**config.mk**
```make
export PLATFORM = sky130hd
export DESIGN_NAME = uart_alu_engine
export DESIGN_NICKNAME = d
export VERILOG_FILES = /design/src/rtl/uart_alu_engine.sv
export SDC_FILE = /design/constraint.sdc
export NUM_CORES = 2
export LEC_CHECK = 0
export BUFFER_PORTS_ARGS = -buffer_cell sky130_fd_sc_hd__buf_2
export CORE_UTILIZATION = 30
export DETAILED_ROUTE_END_ITERATION = 10
export SLEW_MARGIN = 25
export SYNTH_ARGS = -nofsm -noshare
export SYNTH_HDL_FRONTEND = slang
export SYNTH_SLANG_ARGS = --single-unit
```
**constraint.sdc**
```tcl
create_clock -name clk_i -period 9.65 [get_ports clk_i]
set_input_delay 1.93 -clock clk_i [delete_from_list [all_inputs] [get_ports clk_i]]
set_output_delay 1.93 -clock clk_i [all_outputs]
set_load 0.03 [all_outputs]
```
**src/rtl/uart_alu_engine.sv**
```systemverilog
// Framed command engine: parses opcode/len headers, echoes payloads or reduces
// little-endian operands with ADD/SUB/MUL, and drains malformed packets.
module uart_alu_engine #(
  parameter int OPERAND_WIDTH_P = 32,
  parameter int LEN_WIDTH_P     = 16
) (
  input  logic       clk_i,
  input  logic       rst_i,
  input  logic [7:0] rx_data_i,
  input  logic       rx_valid_i,
  output logic       rx_ready_o,
  output logic [7:0] tx_data_o,
  output logic       tx_valid_o,
  input  logic       tx_ready_i,
  output logic       busy_o,
  output logic       err_o
);

  localparam int B     = OPERAND_WIDTH_P / 8;
  localparam int IDX_W = $clog2(B) + 1;
  localparam logic [IDX_W-1:0]       IDX_LAST = IDX_W'(B - 1);
  localparam logic [IDX_W-1:0]       IDX_DONE = IDX_W'(B);
  localparam logic [IDX_W-1:0]       IDX_ONE  = IDX_W'(1);
  localparam logic [LEN_WIDTH_P-1:0] HDR_LEN  = LEN_WIDTH_P'(4);
  localparam logic [LEN_WIDTH_P-1:0] ONE      = LEN_WIDTH_P'(1);
  localparam logic [LEN_WIDTH_P-1:0] B_LEN    = LEN_WIDTH_P'(B);
  localparam logic [7:0] OP_ECHO = 8'hEC;
  localparam logic [7:0] OP_ADD  = 8'hA0;
  localparam logic [7:0] OP_MUL  = 8'hA1;
  localparam logic [7:0] OP_SUB  = 8'hA2;

  typedef enum logic [2:0] {
    S_OPCODE, S_RESERVED, S_LEN_LO, S_LEN_HI, S_ECHO, S_OPERAND, S_RESULT, S_DRAIN
  } state_t;

  state_t                     state, state_next;
  logic [7:0]                 opcode, len_lo;
  logic [LEN_WIDTH_P-1:0]     cnt, len_full, payload;
  logic [OPERAND_WIDTH_P-1:0] acc, op_reg, op_asm, acc_shift;
  logic [IDX_W-1:0]           idx;
  logic                       first, err_next;
  logic                       rx_fire, tx_fire, tx_free, is_alu, bad_len, bad_multiple;

  function automatic logic [OPERAND_WIDTH_P-1:0] alu_reduce(
    input logic [7:0]                 opc,
    input logic [OPERAND_WIDTH_P-1:0] a,
    input logic [OPERAND_WIDTH_P-1:0] b
  );
    case (opc)
      OP_ADD:  alu_reduce = a + b;
      OP_SUB:  alu_reduce = a - b;
      default: alu_reduce = a * b;
    endcase
  endfunction

  assign rx_ready_o   = (state == S_RESULT) ? 1'b0 :
                        (state == S_ECHO)   ? tx_free : 1'b1;
  assign rx_fire      = rx_valid_i & rx_ready_o;
  assign tx_fire      = tx_valid_o & tx_ready_i;
  assign tx_free      = !tx_valid_o | tx_ready_i;
  assign busy_o       = (state != S_OPCODE);
  assign len_full     = {rx_data_i, len_lo};
  assign payload      = len_full - HDR_LEN;
  assign is_alu       = (opcode == OP_ADD) || (opcode == OP_MUL) || (opcode == OP_SUB);
  assign bad_len      = len_full < HDR_LEN;
  assign bad_multiple = (payload % B_LEN) != '0;
  // Operand bytes arrive LSB first, so each new byte enters at the top.
  assign op_asm       = (op_reg >> 8) | (OPERAND_WIDTH_P'(rx_data_i) << (OPERAND_WIDTH_P - 8));
  assign acc_shift    = acc >> {idx, 3'b000};

  always_ff @(posedge clk_i) begin
    if (!rst_i) state <= S_OPCODE;
    else        state <= state_next;
  end

  always_comb begin
    state_next = state;
    err_next   = 1'b0;
    case (state)
      S_OPCODE:   if (rx_fire) state_next = S_RESERVED;
      S_RESERVED: if (rx_fire) state_next = S_LEN_LO;
      S_LEN_LO:   if (rx_fire) state_next = S_LEN_HI;
      S_LEN_HI: begin
        if (rx_fire) begin
          if (bad_len) begin
            err_next   = 1'b1;
            state_next = S_OPCODE;
          end else if (opcode == OP_ECHO) begin
            state_next = (payload == '0) ? S_OPCODE : S_ECHO;
          end else if (!is_alu || payload == '0 || bad_multiple) begin
            err_next   = 1'b1;
            state_next = (payload == '0) ? S_OPCODE : S_DRAIN;
          end else begin
            state_next = S_OPERAND;
          end
        end
      end
      S_ECHO, S_DRAIN: if (rx_fire && cnt == ONE) state_next = S_OPCODE;
      S_OPERAND:       if (rx_fire && cnt == ONE) state_next = S_RESULT;
      S_RESULT:        if (tx_fire && idx == IDX_DONE) state_next = S_OPCODE;
      default:         state_next = S_OPCODE;
    endcase
  end

  always_ff @(posedge clk_i) begin
    if (!rst_i) begin
      opcode     <= '0;
      len_lo     <= '0;
      cnt        <= '0;
      idx        <= '0;
      first      <= 1'b0;
      op_reg     <= '0;
      acc        <= '0;
      tx_data_o  <= '0;
      tx_valid_o <= 1'b0;
      err_o      <= 1'b0;
    end else begin
      err_o <= err_next;
      if (tx_fire) tx_valid_o <= 1'b0;
      case (state)
        S_OPCODE: if (rx_fire) opcode <= rx_data_i;
        S_LEN_LO: if (rx_fire) len_lo <= rx_data_i;
        S_LEN_HI: begin
          if (rx_fire) begin
            cnt   <= payload;
            idx   <= '0;
            first <= 1'b1;
          end
        end
        S_ECHO: begin
          if (rx_fire) begin
            tx_data_o  <= rx_data_i;
            tx_valid_o <= 1'b1;
            cnt        <= cnt - ONE;
          end
        end
        S_DRAIN: if (rx_fire) cnt <= cnt - ONE;
        S_OPERAND: begin
          if (rx_fire) begin
            cnt    <= cnt - ONE;
            op_reg <= op_asm;
            if (idx == IDX_LAST) begin
              acc   <= first ? op_asm : alu_reduce(opcode, acc, op_asm);
              first <= 1'b0;
              idx   <= '0;
            end else begin
              idx <= idx + IDX_ONE;
            end
          end
        end
        // idx counts result bytes already loaded; a byte left over from an
        // earlier echo is allowed to drain before the first result byte.
        S_RESULT: begin
          if (tx_free && idx != IDX_DONE) begin
            tx_data_o  <= acc_shift[7:0];
            tx_valid_o <= 1'b1;
            idx        <= idx + IDX_ONE;
          end
        end
        default: ;
      endcase
    end
  end

endmodule

```
==> impl_metrics.env <==
export IMPL_status="finished clean"
export IMPL_synth_edf_count=0
export IMPL_yosysWarningCount=0
export IMPL_fin_util_pct=32.13
export IMPL_clk_latency_ps=390
export IMPL_cts_buffer_depth=2
export IMPL_cts_sinks=105
export IMPL_port_buffers=23
export IMPL_period_needed_ps=7831
export IMPL_ctsRootBufferMaster="clkbuf_16"
export IMPL_hold_viol_final=0
export IMPL_critPathLaunch="op_reg[12]"
export IMPL_max_cap_violations=0
export IMPL_synthDistinctLibCells=69
export IMPL_r2r_setup_slack_ps=1820
export IMPL_syn_nets=3344
export IMPL_ff2ff_path_depth=25
export IMPL_ys_flop_type="dfxtp_1"
export IMPL_r2r_start="op_reg[12]"
export IMPL_async_flop_share_pct=0
export IMPL_area_delta_synth_final_pct=6.085
export IMPL_cts_tree="built"
export IMPL_dieArea_um2=79330
export IMPL_setup_viol=0
export IMPL_grt_first_pass_wirelength_um=111900
export IMPL_grt_pass1_vias=19338
export IMPL_grtUsageTotal_pct=18.08
export IMPL_endpoint_kind="flip-flop"
export IMPL_cts_clk_slew_worst_paths_ps=80
export IMPL_start_kind="flip-flop"
export IMPL_yosys_area_share_xor_xnor_pct=5.744
export IMPL_rows=102
export IMPL_worstHoldStart="opcode[5]"
export IMPL_drive_gt1_share_pct=4.753
export IMPL_crit_type="reg2reg"
export IMPL_ant_nets=0
export IMPL_wl_um=68480
export IMPL_synthMuxAreaShare_pct=1.323
export IMPL_maxSlewViolCount=0
export IMPL_synth_compound_area_share_pct=10.63
export IMPL_synthCells=2759
export IMPL_core_area_um2=77470
export IMPL_relSlewSlack_pct=32.01
export IMPL_grt_start_max_net_pins=70
export IMPL_synth_top_family_by_area="adder cells"
export IMPL_viasPerCell=4.962
export IMPL_ys_seq_area_share_pct=8.960
export IMPL_cts_hold_buf=0
export IMPL_worst_pin_slew_ps=1019
export IMPL_layout_commonest_cell="fa_1"
export IMPL_synth_simple_gate_area_share_pct=20.35
export IMPL_cp_required_ps=9920
export IMPL_drc_errors=0
export IMPL_ir_worst_vdd_mv=0.09748
export IMPL_power_density_nw_per_um2=37.37
export IMPL_syn_avg_cell_area_um2=8.504
export IMPL_synth_seq_cells=105
export IMPL_synth_adder_area_share_pct=43.65
export IMPL_fin_setup_tns_ps=0
export IMPL_dr_total_vias=18418
export IMPL_antenna_found_initial=0
export IMPL_nets=3252
export IMPL_rsz0062_at_grt="no"
export IMPL_die_h_um=281.7
export IMPL_initial_core_util_pct=30.29
export IMPL_most_common_layout_cells="409 x fa_1, 398 x inv_1, 394 x nand2_1, 324 x and2_1, 164 x ha_1"
export IMPL_wl_per_cell_um=18.45
export IMPL_dpl_worst_slack_ps=1582
export IMPL_min_period_over_period_pct=81.15
export IMPL_cts_resized=0
export IMPL_pin_count=24
export IMPL_whs_path_depth=2
export IMPL_die_width_um=281.7
export IMPL_max_freq_ghz=0.1277
export IMPL_ctsHtreeMaxLevel=3
export IMPL_numCtsBuffers=9
export IMPL_drtIter0Drc=1221
export IMPL_place_hpwl_um=52210
export IMPL_diodes=0
export IMPL_p_leak_nw=11.53
export IMPL_largest_register_ffs=32
export IMPL_cts_setup_buffers=0
export IMPL_place_congestion=0.9211
export IMPL_syn_area_um2=23460
export IMPL_worst_slack_ps=1819
export IMPL_cp_data_arrival_time_ps=8100
export IMPL_hold_path_class="reg2reg"
export IMPL_nFillCells=8208
export IMPL_firstDrtPassIters=5
export IMPL_overflow=0
export IMPL_crit_fanout=19
export IMPL_fin_worst_skew_ps=14.12
-- worst max-delay path: stages, from the launching register on --
cell,delay (ps)
dfxtp_1,670
buf_4,380
and2_1,190
fa_1,410
inv_1,80
fa_1,420
fa_1,490
fa_1,550
inv_1,50
fa_1,490
inv_1,50
fa_1,550
inv_1,60
fa_1,500
fa_1,440
ha_1,360
nand2_1,100
nor2_1,160
nand3_1,140
o31ai_1,490
a21oi_1,210
a21oi_1,320
a31oi_1,150
xnor2_1,160
o31ai_1,210
o21ai_1,100
-- synth_stat cells, types with 4 or more instances --
cell / n / area share, %
nand3_1: 20 / 0.43
a31oi_1: 13 / 0.35
and2_1: 324 / 8.6
nand4_1: 6 / 0.16
nor4_1: 10 / 0.27
dfxtp_1: 105 / 9.0
o21a_1: 7 / 0.22
inv_1: 398 / 6.4
o221a_2: 4 / 0.19
a21boi_0: 42 / 1.3
nand2b_1: 7 / 0.19
xnor2_1: 100 / 3.7
a22oi_1: 12 / 0.38
o211a_1: 13 / 0.55
o21bai_1: 7 / 0.22
nor3_1: 20 / 0.43
nor2b_1: 22 / 0.59
ha_1: 164 / 8.7
or2_2: 5 / 0.13
or4_1: 5 / 0.16
o211ai_1: 18 / 0.58
o22ai_1: 5 / 0.13
a21oi_1: 94 / 2.0
o41ai_1: 4 / 0.15
xor2_1: 52 / 1.9
a21o_1: 23 / 0.74
buf_1: 7 / 0.11
or3_1: 15 / 0.40
nand2_1: 394 / 6.3
a211oi_1: 11 / 0.35
nor2_1: 86 / 1.4
fa_1: 409 / 35
mux2i_1: 13 / 0.55
nand3b_1: 8 / 0.26
mux4_2: 8 / 0.77
o31ai_1: 19 / 0.61
o221ai_1: 4 / 0.15
and3_1: 11 / 0.29
clkbuf_1: 172 / 2.8
o21ai_0: 76 / 1.6
-- metal layers --
metal	part of all wire (%)	GRT usage, %	up-vias
met4	2.6	4.989	0
met1	45	25.18	9256
met5	0	0	-
met3	6.1	1.666	95
met2	46	29.83	619
li1	-	-	8448
-- area by class of cell --
class | count | area [µm²] | area share, %
multi-input combinational | 2074 | 19180 | 77.05
sequential | 105 | 2102 | 8.446
inverter | 398 | 1494 | 6.002
tap | 1040 | 1301 | 5.228
timing repair buffer | 79 | 538.0 | 2.162
clock buffer | 10 | 229.0 | 0.9200
clock inverter | 6 | 47.55 | 0.1910
-- path summary, 6_finish.rpt --
path	to
worst max-delay path	acc[31]
worst min-delay path	opcode[5]
worst max register to register	acc[31]
worst min register to register	opcode[5]
-- cell families (layout without fill, tap and decap cells) --
group	after synthesis	after routing
AO/OA/AOI/OAI	378	378
XOR/XNOR	153	153
adder cells (fa/ha/maj)	573	573
buffers and inverters	580	493
flip-flops	105	105
multiplexers	21	21
AND/OR/NAND/NOR	949	949
-- where the power goes --
| part | switching, mW | internal [mW] | total, mW | leakage [nW] |
|---|---|---|---|---|
| logic | 0.0663 | 0.0349 | 0.101 | 10.5 |
| registers | 0.00827 | 0.439 | 0.448 | 0.848 |
| clock network | 0.202 | 0.179 | 0.381 | 0.139 |
| total | 0.277 | 0.653 | 0.930 | 11.5 |
-- stage by stage --
| stage | power, mW | hold slack (ps) | cells | instance area (µm²) |
|---|---|---|---|---|
| after floorplan | 0.5295 | 438.2 | 2759 | 23460 |
| after global placement | 0.5571 | 455.7 | 3696 | 24610 |
| after detailed placement | 0.5572 | 463.4 | 3696 | 24610 |
| after CTS | 0.9384 | 474.8 | 3712 | 24890 |
| after global routing | 0.9617 | 503.8 | 3712 | 24890 |
| final | 0.9300 | 472.8 | 3712 | 24890 |
Power figures use the tool's default switching activity.
